[config.mk]
export PLATFORM = sky130hd
export DESIGN_NAME = rs_queue
export DESIGN_NICKNAME = d
export VERILOG_FILES = /design/src/rtl/rs_queue.sv
export SDC_FILE = /design/constraint.sdc
export NUM_CORES = 1
export LEC_CHECK = 0
export BUFFER_PORTS_ARGS = -buffer_cell sky130_fd_sc_hd__buf_4
export CAP_MARGIN = 10
export CORE_AREA = 2 2 262 264
export DETAILED_ROUTE_END_ITERATION = 7
export DIE_AREA = 0 0 264 266
export HOLD_SLACK_MARGIN = 0.08
export PLACE_DENSITY = 0.69
export SYNTH_ARGS = -nofsm -noshare
export SYNTH_HDL_FRONTEND = slang
export SYNTH_SLANG_ARGS = --single-unit
[constraint.sdc]
create_clock -name clk -period 9.05 [get_ports clk]
set_input_delay 0.905 -clock clk [delete_from_list [all_inputs] [get_ports clk]]
set_output_delay 0.905 -clock clk [all_outputs]
set_load 0.02 [all_outputs]
[src/rtl/rs_queue.sv]
// Reservation station: holds issued ops until both operands are ready, dispatches oldest-first on two ports.
// Latency: an entry written or woken at edge N is dispatchable from cycle N+1; dispatch outputs are combinational from entry state.
// Backpressure: in_ready drops when all DEPTH entries are occupied (registered count); dK_ready=0 holds the selected entry in place.
//
// Ports:
//   clk, rst (async, active-low), flush (kill all entries), count (occupied entries)
//   in_*      : allocation of one op per cycle, operands either ready (value) or waiting (tag)
//   cdb_*     : NCDB result-broadcast ports, port i at slice i of the packed vectors
//   d0_*/d1_* : oldest and second-oldest fully-ready entries, valid/ready handshake each
module rs_queue #(
  parameter int DEPTH = 4,
  parameter int DW    = 32,
  parameter int TW    = 5,
  parameter int OPW   = 6,
  parameter int NCDB  = 2
) (
  input  logic                      clk,
  input  logic                      rst,
  input  logic                      flush,
  output logic [$clog2(DEPTH):0]    count,
  input  logic                      in_valid,
  output logic                      in_ready,
  input  logic [OPW-1:0]            in_op,
  input  logic [TW-1:0]             in_dest,
  input  logic                      in_a_rdy,
  input  logic [DW-1:0]             in_a,
  input  logic [TW-1:0]             in_a_tag,
  input  logic                      in_b_rdy,
  input  logic [DW-1:0]             in_b,
  input  logic [TW-1:0]             in_b_tag,
  input  logic [NCDB-1:0]           cdb_valid,
  input  logic [NCDB*TW-1:0]        cdb_tag,
  input  logic [NCDB*DW-1:0]        cdb_data,
  output logic                      d0_valid,
  input  logic                      d0_ready,
  output logic [OPW-1:0]            d0_op,
  output logic [TW-1:0]             d0_dest,
  output logic [DW-1:0]             d0_a,
  output logic [DW-1:0]             d0_b,
  output logic                      d1_valid,
  input  logic                      d1_ready,
  output logic [OPW-1:0]            d1_op,
  output logic [TW-1:0]             d1_dest,
  output logic [DW-1:0]             d1_a,
  output logic [DW-1:0]             d1_b
);

  localparam int IW = $clog2(DEPTH);
  localparam int CW = IW + 1;

  // rank = number of older valid entries; 0 is the oldest. Ranks of valid
  // entries are always a dense, unique set 0..count-1.
  typedef struct packed {
    logic           vld;
    logic [OPW-1:0] op;
    logic [TW-1:0]  dest;
    logic           a_rdy;
    logic [DW-1:0]  a_val;
    logic [TW-1:0]  a_tag;
    logic           b_rdy;
    logic [DW-1:0]  b_val;
    logic [TW-1:0]  b_tag;
    logic [IW-1:0]  rank;
  } entry_t;

  entry_t        ent_q [DEPTH];
  entry_t        ent_d [DEPTH];
  logic [CW-1:0] count_q, count_d;

  logic [DEPTH-1:0] rdy_all;
  logic             sel0_vld, sel1_vld;
  logic [IW-1:0]    sel0_idx, sel1_idx;
  logic             d0_fire, d1_fire, alloc, alloc_found;
  logic [IW-1:0]    alloc_idx;
  logic [CW-1:0]    ndisp, dec, new_rank;
  logic [DW:0]      lk;
  entry_t           new_ent;

  // Returns {hit, data}; scanning from the top down lets the lowest port win.
  function automatic logic [DW:0] cdb_lookup(
    input logic [TW-1:0]      tag,
    input logic [NCDB-1:0]    vld,
    input logic [NCDB*TW-1:0] tags,
    input logic [NCDB*DW-1:0] data
  );
    logic [DW:0] r;
    r = '0;
    for (int p = NCDB - 1; p >= 0; p--) begin
      if (vld[p] && tags[p*TW +: TW] == tag) r = {1'b1, data[p*DW +: DW]};
    end
    return r;
  endfunction

  // Oldest and second-oldest fully-ready entries.
  always_comb begin
    sel0_vld = 1'b0;
    sel0_idx = '0;
    sel1_vld = 1'b0;
    sel1_idx = '0;
    for (int i = 0; i < DEPTH; i++) begin
      rdy_all[i] = ent_q[i].vld & ent_q[i].a_rdy & ent_q[i].b_rdy;
    end
    for (int i = 0; i < DEPTH; i++) begin
      if (rdy_all[i] && (!sel0_vld || ent_q[i].rank < ent_q[sel0_idx].rank)) begin
        sel0_vld = 1'b1;
        sel0_idx = IW'(i);
      end
    end
    for (int i = 0; i < DEPTH; i++) begin
      if (rdy_all[i] && IW'(i) != sel0_idx &&
          (!sel1_vld || ent_q[i].rank < ent_q[sel1_idx].rank)) begin
        sel1_vld = 1'b1;
        sel1_idx = IW'(i);
      end
    end
  end

  always_comb begin
    ent_d       = ent_q;
    d0_fire     = sel0_vld & d0_ready;
    d1_fire     = sel1_vld & d1_ready;
    ndisp       = {{(CW-1){1'b0}}, d0_fire} + {{(CW-1){1'b0}}, d1_fire};
    alloc       = in_valid & in_ready;
    alloc_found = 1'b0;
    alloc_idx   = '0;
    lk          = '0;
    dec         = '0;
    new_rank    = count_q - ndisp;
    new_ent     = '0;

    // Only slots free in registered state are eligible for allocation.
    for (int i = 0; i < DEPTH; i++) begin
      if (!ent_q[i].vld && !alloc_found) begin
        alloc_found = 1'b1;
        alloc_idx   = IW'(i);
      end
    end

    for (int i = 0; i < DEPTH; i++) begin
      // Close the gaps left by dispatched older entries to keep ranks dense.
      dec = '0;
      if (d0_fire && ent_q[sel0_idx].rank < ent_q[i].rank) dec = dec + 1'b1;
      if (d1_fire && ent_q[sel1_idx].rank < ent_q[i].rank) dec = dec + 1'b1;
      ent_d[i].rank = ent_q[i].rank - dec[IW-1:0];

      if (ent_q[i].vld && !ent_q[i].a_rdy) begin
        lk = cdb_lookup(ent_q[i].a_tag, cdb_valid, cdb_tag, cdb_data);
        if (lk[DW]) begin
          ent_d[i].a_rdy = 1'b1;
          ent_d[i].a_val = lk[DW-1:0];
        end
      end
      if (ent_q[i].vld && !ent_q[i].b_rdy) begin
        lk = cdb_lookup(ent_q[i].b_tag, cdb_valid, cdb_tag, cdb_data);
        if (lk[DW]) begin
          ent_d[i].b_rdy = 1'b1;
          ent_d[i].b_val = lk[DW-1:0];
        end
      end

      if ((d0_fire && sel0_idx == IW'(i)) || (d1_fire && sel1_idx == IW'(i))) begin
        ent_d[i].vld = 1'b0;
      end
    end

    if (alloc) begin
      new_ent.vld   = 1'b1;
      new_ent.op    = in_op;
      new_ent.dest  = in_dest;
      new_ent.a_tag = in_a_tag;
      new_ent.b_tag = in_b_tag;
      new_ent.rank  = new_rank[IW-1:0];
      // A broadcast in the allocation cycle would otherwise be lost.
      if (in_a_rdy) begin
        new_ent.a_rdy = 1'b1;
        new_ent.a_val = in_a;
      end else begin
        lk            = cdb_lookup(in_a_tag, cdb_valid, cdb_tag, cdb_data);
        new_ent.a_rdy = lk[DW];
        new_ent.a_val = lk[DW-1:0];
      end
      if (in_b_rdy) begin
        new_ent.b_rdy = 1'b1;
        new_ent.b_val = in_b;
      end else begin
        lk            = cdb_lookup(in_b_tag, cdb_valid, cdb_tag, cdb_data);
        new_ent.b_rdy = lk[DW];
        new_ent.b_val = lk[DW-1:0];
      end
      ent_d[alloc_idx] = new_ent;
    end

    count_d = count_q + {{(CW-1){1'b0}}, alloc} - ndisp;

    if (flush) begin
      for (int i = 0; i < DEPTH; i++) ent_d[i].vld = 1'b0;
      count_d = '0;
    end
  end

  always_ff @(posedge clk or negedge rst) begin
    if (!rst) begin
      for (int i = 0; i < DEPTH; i++) ent_q[i] <= '0;
      count_q <= '0;
    end else begin
      for (int i = 0; i < DEPTH; i++) ent_q[i] <= ent_d[i];
      count_q <= count_d;
    end
  end

  assign count    = count_q;
  assign in_ready = (count_q < CW'(DEPTH));

  assign d0_valid = sel0_vld;
  assign d0_op    = sel0_vld ? ent_q[sel0_idx].op    : '0;
  assign d0_dest  = sel0_vld ? ent_q[sel0_idx].dest  : '0;
  assign d0_a     = sel0_vld ? ent_q[sel0_idx].a_val : '0;
  assign d0_b     = sel0_vld ? ent_q[sel0_idx].b_val : '0;

  assign d1_valid = sel1_vld;
  assign d1_op    = sel1_vld ? ent_q[sel1_idx].op    : '0;
  assign d1_dest  = sel1_vld ? ent_q[sel1_idx].dest  : '0;
  assign d1_a     = sel1_vld ? ent_q[sel1_idx].a_val : '0;
  assign d1_b     = sel1_vld ? ent_q[sel1_idx].b_val : '0;

endmodule

Yosys cells after proc, flatten, opt, wreduce, memory -nomap -nowiden
Index checks and enable logic that the tools add are counted.
Widths: inputs -> output; s select.
- register bits: 363
- input bits: 169
- output and inout port bits: 156
- logic and storage cells: 327
- add/subtract/negate cells: 12
- magnitude comparators: 22
- eq/ne operators: 29
- multiplexer cells: 115
- bitwise gates (word level): 18
- reduce and logical (&&, ||, !) cells: 90
- operators with widths (kind ; count):
    $mux 33 ; 48
    $bmux 90 s2 ; 6
    $bwmux 360 ; 1
    $mux 360 ; 1
    $mux 89 ; 4
    $demux 90 s2 ; 1
    $mux 32 ; 4
    $eq 5x5->1 ; 20
    $mux 90 ; 1
    $logic_and 1x1->1 ; 58
    $mux 2 ; 18
    $lt 2x2->1 ; 13
    $mux 1 ; 26
    $ge 3x3->1 const B ; 7
    $logic_not 1->1 ; 19
    $not 2->3 ; 5
    $mux 6 ; 2
    $and 1x1->1 ; 11
    $logic_or 1x1->1 ; 10
    $mux 5 ; 2
    $sub 2x2->2 ; 5
    $add 1x1->2 const B ; 4
    $eq 2x2->1 const B ; 4
    $not 1->3 ; 2
    11 further kinds ; 14

Longest topological paths before layout
Gate-level depths: netlist of run 1.
- depth in word-level cells: 57
- gate-level depth with buffers: 52
- depth with buffers taken out: 41

Worst setup path after synthesis of run 1
No wires, ideal clock.
- kind: register -> register
- start: register ent_q[271] (netlist name)
- end: register ent_q[91] (netlist name)
- arrival: 8.892 ns
- setup slack: 0.026 ns
- cell stages (with the launch flop): 53
- clock period less this slack: 9.024 ns
- cell sequence: dfrtp_1 inv_1 ha_1 a21oi_1 nor2_1 nor2_1 clkbuf_1 nor2_1 a21oi_1 ha_1 nor2_1 a21oi_1 o41a_1 nand2b_1 buf_2 clkbuf_1 nand2_1 o21ai_0 [... 17 more ...] o21ai_1 ha_1 or2_2 a21o_1 and2_1 clkbuf_2 buf_6 buf_6 mux2i_1 ha_1 or3_1 o32ai_1 ha_1 ha_1 xnor2_1 xnor2_1 nand2_1 o21ai_0

Worst setup path after layout of run 1
- start: register ent_q[271] (netlist name)
- end: output d1_b[10]
- word-level cells in the longest chain between the ends: 48
- RTL lines (element ; RTL line ; RTL):
    $lt 2x2->1 ; 104, 111 ;
    $logic_or 1x1->1 ; 104 ; if (rdy_all[i] && (!sel0_vld || ent_q[i].rank < ent_q[sel0_idx].rank)) begin
    $logic_and 1x1->1 ; 104 ;
    $mux 1 ; 104 ;
    $not 1->3 (not written as such) ; 104 ;
    $bmux 90 s2 ; 104 ;
    $mux 2 (not written as such) (2 in a row) ; 104 ;
    $lt 2x2->1 ; 104 ;
    [... 30 more ...] ; n/a ;
    $lt 2x2->1 ; 111 ; (!sel1_vld || ent_q[i].rank < ent_q[sel1_idx].rank)) begin
    $logic_or 1x1->1 ; 111 ;
    $logic_and 1x1->1 ; 110 ; if (rdy_all[i] && IW'(i) != sel0_idx &&
    $mux 2 ; 110 ;
    $not 2->3 (not written as such) ; 224 ; assign d1_b = sel1_vld ? ent_q[sel1_idx].b_val : '0;
    $bmux 90 s2 ; 224 ;
    $mux 89 (not written as such) (2 in a row) ; 224 ;
    $mux 32 (*) ; 224 ;
    to (decl) ; 45 ; output logic [DW-1:0] d1_b
Every way passes the cells marked *; elsewhere a longest branch is shown, timed or not. The select of a mux whose other input is x is not followed.

==> reports/qor.tcl, run 1 <==
set qor(dominantRegCellSynth) {sky130_fd_sc_hd__dfrtp_1}
set qor(firstDrtPassIters) 6
set qor(setup.worst_path.start_class) {flop}
set qor(htree_levels) 2
set qor(compound_gate_portion_of_the_synthesized_area_pct) 26.1
set qor(global_route.overflow_total) 0
set qor(synth_area_leader_cell) {sky130_fd_sc_hd__dfrtp_1}
set qor(combinational_family_with_the_most_area_after_synthesis) {compound AO/OA/AOI/OAI gates}
set qor(die_area_mm2) 0.0702
set qor(num_rows) 96
set qor(status) {completed}
set qor(leakagePower_nw) 11.9
set qor(clock_tree_from_tritoncts) {done}
set qor(crit_path_frequent_cell) {sky130_fd_sc_hd__nor2_1}
set qor(vias) 25700
set qor(routed_antenna_nets) 0
set qor(final_cell_mix) {441 x sky130_fd_sc_hd__o21ai_0, 415 x sky130_fd_sc_hd__nand2_1, 370 x sky130_fd_sc_hd__buf_4, 363 x sky130_fd_sc_hd__dfrtp_1, 336 x sky130_fd_sc_hd__mux2i_1}
set qor(post-route-util_pct) 45.7
set qor(hold_violations) 0
set qor(final.setup.tns_ps) 0
set qor(period_needed_ps) 8620
set qor(critical_path.reg2reg.endpoint) {ent_q[271]$_DFF_PN0_}
set qor(worst-endpoint-required_ps) 8150
set qor(synthSimpleGateAreaFrac_pct) 9.35
set qor(worst_min_delay_path_class) {in -> async}
set qor(initial_utilization_pct) 39.5
set qor(critPathCaptureType) {primary output}
set qor(synth_seq_cells) 363
set qor(global_route_wire_length_before_repair_mm) 154
set qor(worst_path_max_delay_cell) {sky130_fd_sc_hd__dfrtp_1}
set qor(netlist_instances) 3091
set qor(synth.avg_cell_area_um2) 8.65
set qor(worst-slew-pin-transition_ps) 1180
set qor(number_of_cell_instances_on_the_worst_register_to_register_path) 42
set qor(routabilityCongestion) 0.873
set qor(routed_wire_length_mm) 103
set qor(timing.rr.start) {ent_q[271]$_DFF_PN0_}
set qor(critical_path.max_fanout) 47
set qor(first_global_vias) 24200
set qor(routed_wire_length_per_instance_um) 25.4
set qor(r2r_setup_slack_ps) 670
set qor(antenna_found_initial) 0
set qor(finalClockSkew_ps) 13.2
set qor(synth.lib_cells_used.distinct) 63
set qor(final_standard_cell_area_without_fillers_mm2) 0.0310
set qor(clockRootBuffer) {sky130_fd_sc_hd__clkbuf_16}
set qor(peakVddDrop_v) 0.000161
set qor(dpl-instance-area_mm2) 0.0294
set qor(core_region_area_mm2) 0.0677
set qor(worst_skew_pair.late_latency_ps) 580
set qor(detail_route.vias_per_cell) 6.31
set qor(timing_max_transition_violations_final) 0
set qor(synthToLayoutAreaGrowth_pct) 15.9
set qor(drt_iter0_markers) 2903
set qor(pin_count) 325
set qor(post_route_cells_drive_above_1_share_pct) 20.4
set qor(port-buffer-count) 324
set qor(cell_area_synth_mm2) 0.0267
set qor(rsz0062_at_grt) {yes}
set qor(setup_viol_count_final) 0
set qor(period_share_pct) 95.2
set qor(synth_fp_nets) 3287
set qor(clockBufferDepth) 3
set qor(finish.net_count) 3354
set qor(synthAdderAreaFrac_pct) 1.33
set qor(numCtsBuffers) 45
set qor(postSynth.asyncResetShare_pct) 100
set qor(clock-sinks) 363
set qor(worstPathArrival_ps) 7710
set qor(layout.cells.most_common) {sky130_fd_sc_hd__o21ai_0}
set qor(synth_xor_xnor_area_share_pct) 3.64
set qor(track_usage_pct) 28.5
set qor(muxShareOfSynthArea_pct) 19.9
set qor(post-dp-hpwl_mm) 61.6
set qor(timing.max_slew.rel_slack_pct) 21.4
set qor(synth_sequential_area_ratio_pct) 34.0
set qor(design_power_total_mw) 6.36
set qor(synth_enable_flop_cells) 0
set qor(pwr_density_cell_mw_per_mm2) 205
set qor(max_cap_violations) 0
set qor(fmax_mhz) 116
set qor(die_height_um) 266
set qor(synthDominantCellAreaShare_pct) 34.0
set qor(synth_warnings) 0
set qor(route.detailed.drc) 0
set qor(clock_transition_time_at_the_flip_flop_clock_pins_of_the_worst_setup_and_hold_paths_ps) 50
set qor(synthTopCellsByArea) {sky130_fd_sc_hd__dfrtp_1 34%, sky130_fd_sc_hd__mux2i_1 13%, sky130_fd_sc_hd__o21ai_0 8.3%}
set qor(die_w_um) 264
set qor(worstSetupPathType) {reg -> out}
set qor(grt_start_max_net_pins) 156
set qor(timing.critical_path.slowest_cell_delay_ps) 410
[cell families after synthesis]
kind of cell / count (synthesis)
AND/OR/NAND/NOR: 606
flip-flops: 363
adder cells (fa/ha/maj): 28
buffers and inverters: 383
multiplexers: 496
XOR/XNOR: 111
AO/OA/AOI/OAI: 1104
[synthesized netlist by cell type, drive strengths merged (12+ instances only)]
| cell | count |
|---|---|
| xnor2 | 30 |
| mux2 | 159 |
| o21ai | 445 |
| ha | 26 |
| inv | 26 |
| nor4 | 21 |
| mux2i | 337 |
| o211ai | 257 |
| nor2 | 106 |
| a31oi | 78 |
| nand2 | 417 |
| a22oi | 64 |
| xor2 | 81 |
| and3 | 24 |
| a21oi | 75 |
| buf | 70 |
| dfrtp | 363 |
| o31ai | 60 |
| nand3 | 12 |
| o21a | 77 |
| clkbuf | 287 |
| a211oi | 23 |
[through the flow]
step | hold slack (ps) | instances | worst slack (ps)
2_1_floorplan | 489 | 3091 | 26.1
3_3_place_gp | 504 | 3989 | 485
3_5_place_dp | 512 | 3989 | 305
4_1_cts | 417 | 4068 | 87.2
5_1_grt | 438 | 4071 | 10.7
6_report | 358 | 4072 | 431
[how the worst max path moves through the flow]
| stage | startpoint | to |
|---|---|---|
| 6_report | ent_q[271]$_DFF_PN0_ | d1_b[10] |
| 5_1_grt | ent_q[271]$_DFF_PN0_ | d1_a[12] |
| 4_1_cts | ent_q[271]$_DFF_PN0_ | d1_a[13] |
| 3_5_place_dp | ent_q[271]$_DFF_PN0_ | d1_a[13] |
| 3_3_place_gp | ent_q[271]$_DFF_PN0_ | d1_a[8] |
| 2_1_floorplan | ent_q[271]$_DFF_PN0_ | ent_q[91]$_DFF_PN0_ |
[layer usage]
metal	track usage [%]	vias up	part of all wire, %
met2	44.7	1537	44
met3	6.21	271	10
met1	38.3	12500	42
met5	0	-	0
li1	-	11400	-
met4	10.8	0	3.9
[power breakdown]
part / leakage [nW] / switching [mW] / internal, mW
registers: 4.79 / 0.498 / 2.17
clock network: 0.731 / 0.750 / 1.10
logic: 6.36 / 0.992 / 0.851
total: 11.9 / 2.24 / 4.12
[area by class of cell]
class	count	area, um2
diodes	1	2.50
clock buffers	70	1380
clock inverters	8	93.8
fillers	6509	36800
inverters	26	97.6
multi-input cells	2346	16300
flip-flops and latches	363	9080
well taps	882	1100
repair buffers	376	2880
[critical path, delay by kind of cell (launching register included)]
family / cells / cell delay (ps)
compound gates: 12 / 2440
fa+ha+maj: 5 / 1460
buf+inv: 3 / 510
flops: 1 / 410
mux: 2 / 510
simple gates: 12 / 1710
[repair_timing]
action,4_1_cts,5_1_grt
hold buffers,0,0
pin swaps,1,1
setup buffers,0,3
endpoints found under the setup margin,47,69
resized for setup,2,8
cloned,1,0
No activity file was read; power rests on OpenSTA's default activity.
==> run 2: changes to the inputs <==
==> constraint.sdc (replaced) <==
create_clock -name clk -period 9.05 [get_ports clk]
set_input_delay 2.2625 -clock clk [delete_from_list [all_inputs] [get_ports clk]]
set_output_delay 2.2625 -clock clk [all_outputs]
set_load 0.02 [all_outputs]
==> reports/qor.tcl, run 2 (synthesized netlist as in run 1, its figures left out) <==
set qor(grt_start_max_net_pins) 166
set qor(die_area_mm2) 0.0702
set qor(period_share_pct) 98.4
set qor(post-dp-hpwl_mm) 63.2
set qor(max_cap_violations) 0
set qor(antenna_found_initial) 8
set qor(drt_iter0_markers) 2949
set qor(critPathCaptureType) {primary output}
set qor(leakagePower_nw) 12.1
set qor(worst_skew_pair.late_latency_ps) 600
set qor(status) {completed}
set qor(timing.critical_path.slowest_cell_delay_ps) 400
set qor(post-route-util_pct) 46.5
set qor(firstDrtPassIters) 8
set qor(clock_transition_time_at_the_flip_flop_clock_pins_of_the_worst_setup_and_hold_paths_ps) 60
set qor(cts_hold_repair.buffers) 0
set qor(synthToLayoutAreaGrowth_pct) 17.7
set qor(setup_viol_count_final) 0
set qor(global_route.overflow_total) 0
set qor(final.setup.tns_ps) 0
set qor(worst-slew-pin-transition_ps) 1240
set qor(peakVddDrop_v) 0.000140
set qor(clock_tree_from_tritoncts) {done}
set qor(clock-sinks) 363
set qor(first_global_vias) 24400
set qor(layout.cells.most_common) {sky130_fd_sc_hd__o21ai_0}
set qor(final.fill_count) 6487
set qor(pwr_density_cell_mw_per_mm2) 207
set qor(timing.max_slew.rel_slack_pct) 16.8
set qor(track_usage_pct) 29.3
set qor(routed_wire_length_per_instance_um) 26.1
set qor(numCtsBuffers) 45
set qor(core_region_area_mm2) 0.0677
set qor(final_standard_cell_area_without_fillers_mm2) 0.0315
set qor(setup.worst_path.start_class) {flop}
set qor(routed_antenna_nets) 0
set qor(post_route_cells_drive_above_1_share_pct) 21.7
set qor(htree_levels) 2
set qor(global_route_wire_length_before_repair_mm) 158
set qor(clockRootBuffer) {sky130_fd_sc_hd__clkbuf_16}
set qor(port-buffer-count) 324
set qor(pin_count) 325
set qor(multi_input_comb_area_mm2) 0.0165
set qor(routabilityCongestion) 0.885
set qor(finish.net_count) 3380
set qor(dpl-instance-area_mm2) 0.0296
set qor(finalClockSkew_ps) 28.5
set qor(num_rows) 96
set qor(die_w_um) 264
set qor(die_height_um) 266
set qor(worst_path_max_delay_cell) {sky130_fd_sc_hd__dfrtp_1}
set qor(hold_violations) 0
set qor(clockBufferDepth) 3
set qor(worst_min_delay_path_class) {reg -> reg}
set qor(register_area_mm2) 0.00909
set qor(design_power_total_mw) 6.52
set qor(period_needed_ps) 8900
set qor(route.detailed.drc) 0
set qor(worst-endpoint-required_ps) 6790
set qor(worstSetupPathType) {reg -> out}
set qor(initial_utilization_pct) 39.5
set qor(detail_route.vias_per_cell) 6.33
set qor(critical_path.max_fanout) 7
set qor(timing_max_transition_violations_final) 0
set qor(worstPathArrival_ps) 6640
set qor(fmax_mhz) 112
set qor(routed_wire_length_mm) 107
set qor(final_cell_mix) {439 x sky130_fd_sc_hd__o21ai_0, 414 x sky130_fd_sc_hd__nand2_1, 387 x sky130_fd_sc_hd__buf_4, 361 x sky130_fd_sc_hd__dfrtp_1, 336 x sky130_fd_sc_hd__mux2i_1}
set qor(vias) 26000
-- run 2: cell types whose count changed in the layout (fill, tap and decap cells not counted), moves of 3 or more --
cell,before,now
sky130_fd_sc_hd__buf_16,0,3
sky130_fd_sc_hd__a21oi_2,1,4
sky130_fd_sc_hd__buf_12,4,7
sky130_fd_sc_hd__clkbuf_1,11,14
sky130_fd_sc_hd__buf_4,370,387
sky130_fd_sc_hd__ha_4,0,4
sky130_fd_sc_hd__nor2_4,12,15
sky130_fd_sc_hd__a21oi_1,73,69
sky130_fd_sc_hd__nor2_1,93,89
sky130_fd_sc_hd__ha_1,25,22
sky130_fd_sc_hd__clkbuf_8,12,9
sky130_fd_sc_hd__diode_2,1,6
-- run 2: report_power, final --
group,internal [mW],switching [mW]
combinational,0.911,1.03
clock,1.12,0.765
sequential,2.17,0.523
total,4.20,2.32
-- run 2: final timing paths --
path | start | endpoint | slack [ps] | cells after the start
setup reg to reg | ent_q[271]$_DFF_PN0_ | ent_q[271]$_DFF_PN0_ | 1400 | 40
max in group asynchronous | rst | ent_q[204]$_DFF_PN0_ | 5720 | 2
hold reg to reg | flop | flop | 530 | 1
setup / recovery | ent_q[271]$_DFF_PN0_ | d1_b[4] | 150 | 34
min in group asynchronous | rst | async pin | 1720 | 1
hold / removal | flop | flop | 530 | 1
-- run 2: critical path, delay by kind of cell, from the launching register on --
family                     cells  cell delay (ps)
adders and majority gates      5             1240
AOI/OAI and AO/OA             12             1790
and+or+nand+nor               12             1620
buffers and inverters          3              480
muxes                          2              530
DFF                            1              400
-- run 2: area by class of cell --
cell class / count / area share [%]
Clock inverter: 11 / 0.541
Tap cell: 882 / 3.51
Multi-Input combinational cell: 2346 / 52.3
Inverter: 26 / 0.310
Timing Repair Buffer: 402 / 10.2
Clock buffer: 69 / 4.22
Antenna cell: 6 / 0.0477
Sequential cell: 363 / 28.9
-- run 2: through the flow --
step	std cells	setup slack [ps]	hold WS [ps]
floorplan	3091	21.5	489
global placement	3997	324	507
detailed placement	3997	133	513
CTS	4085	3.56	526
global route	4103	-56.5	542
finish	4105	148	526
-- run 2: layer usage --
layer | wire, um | vias up | GRT usage [%]
met1 | 43700 | 12600 | 38.9
met3 | 10900 | 283 | 6.48
met2 | 48100 | 1604 | 46.7
met4 | 4550 | 0 | 11.2
met5 | 0 | - | 0
li1 | - | 11500 | -
-- run 2: what timing repair did --
action / CTS / global route
setup endpoints to repair: 127 / 86
setup buffers: 5 / 12
pin swaps: 5 / 8
cloned: 3 / 2
resized for setup: 11 / 18
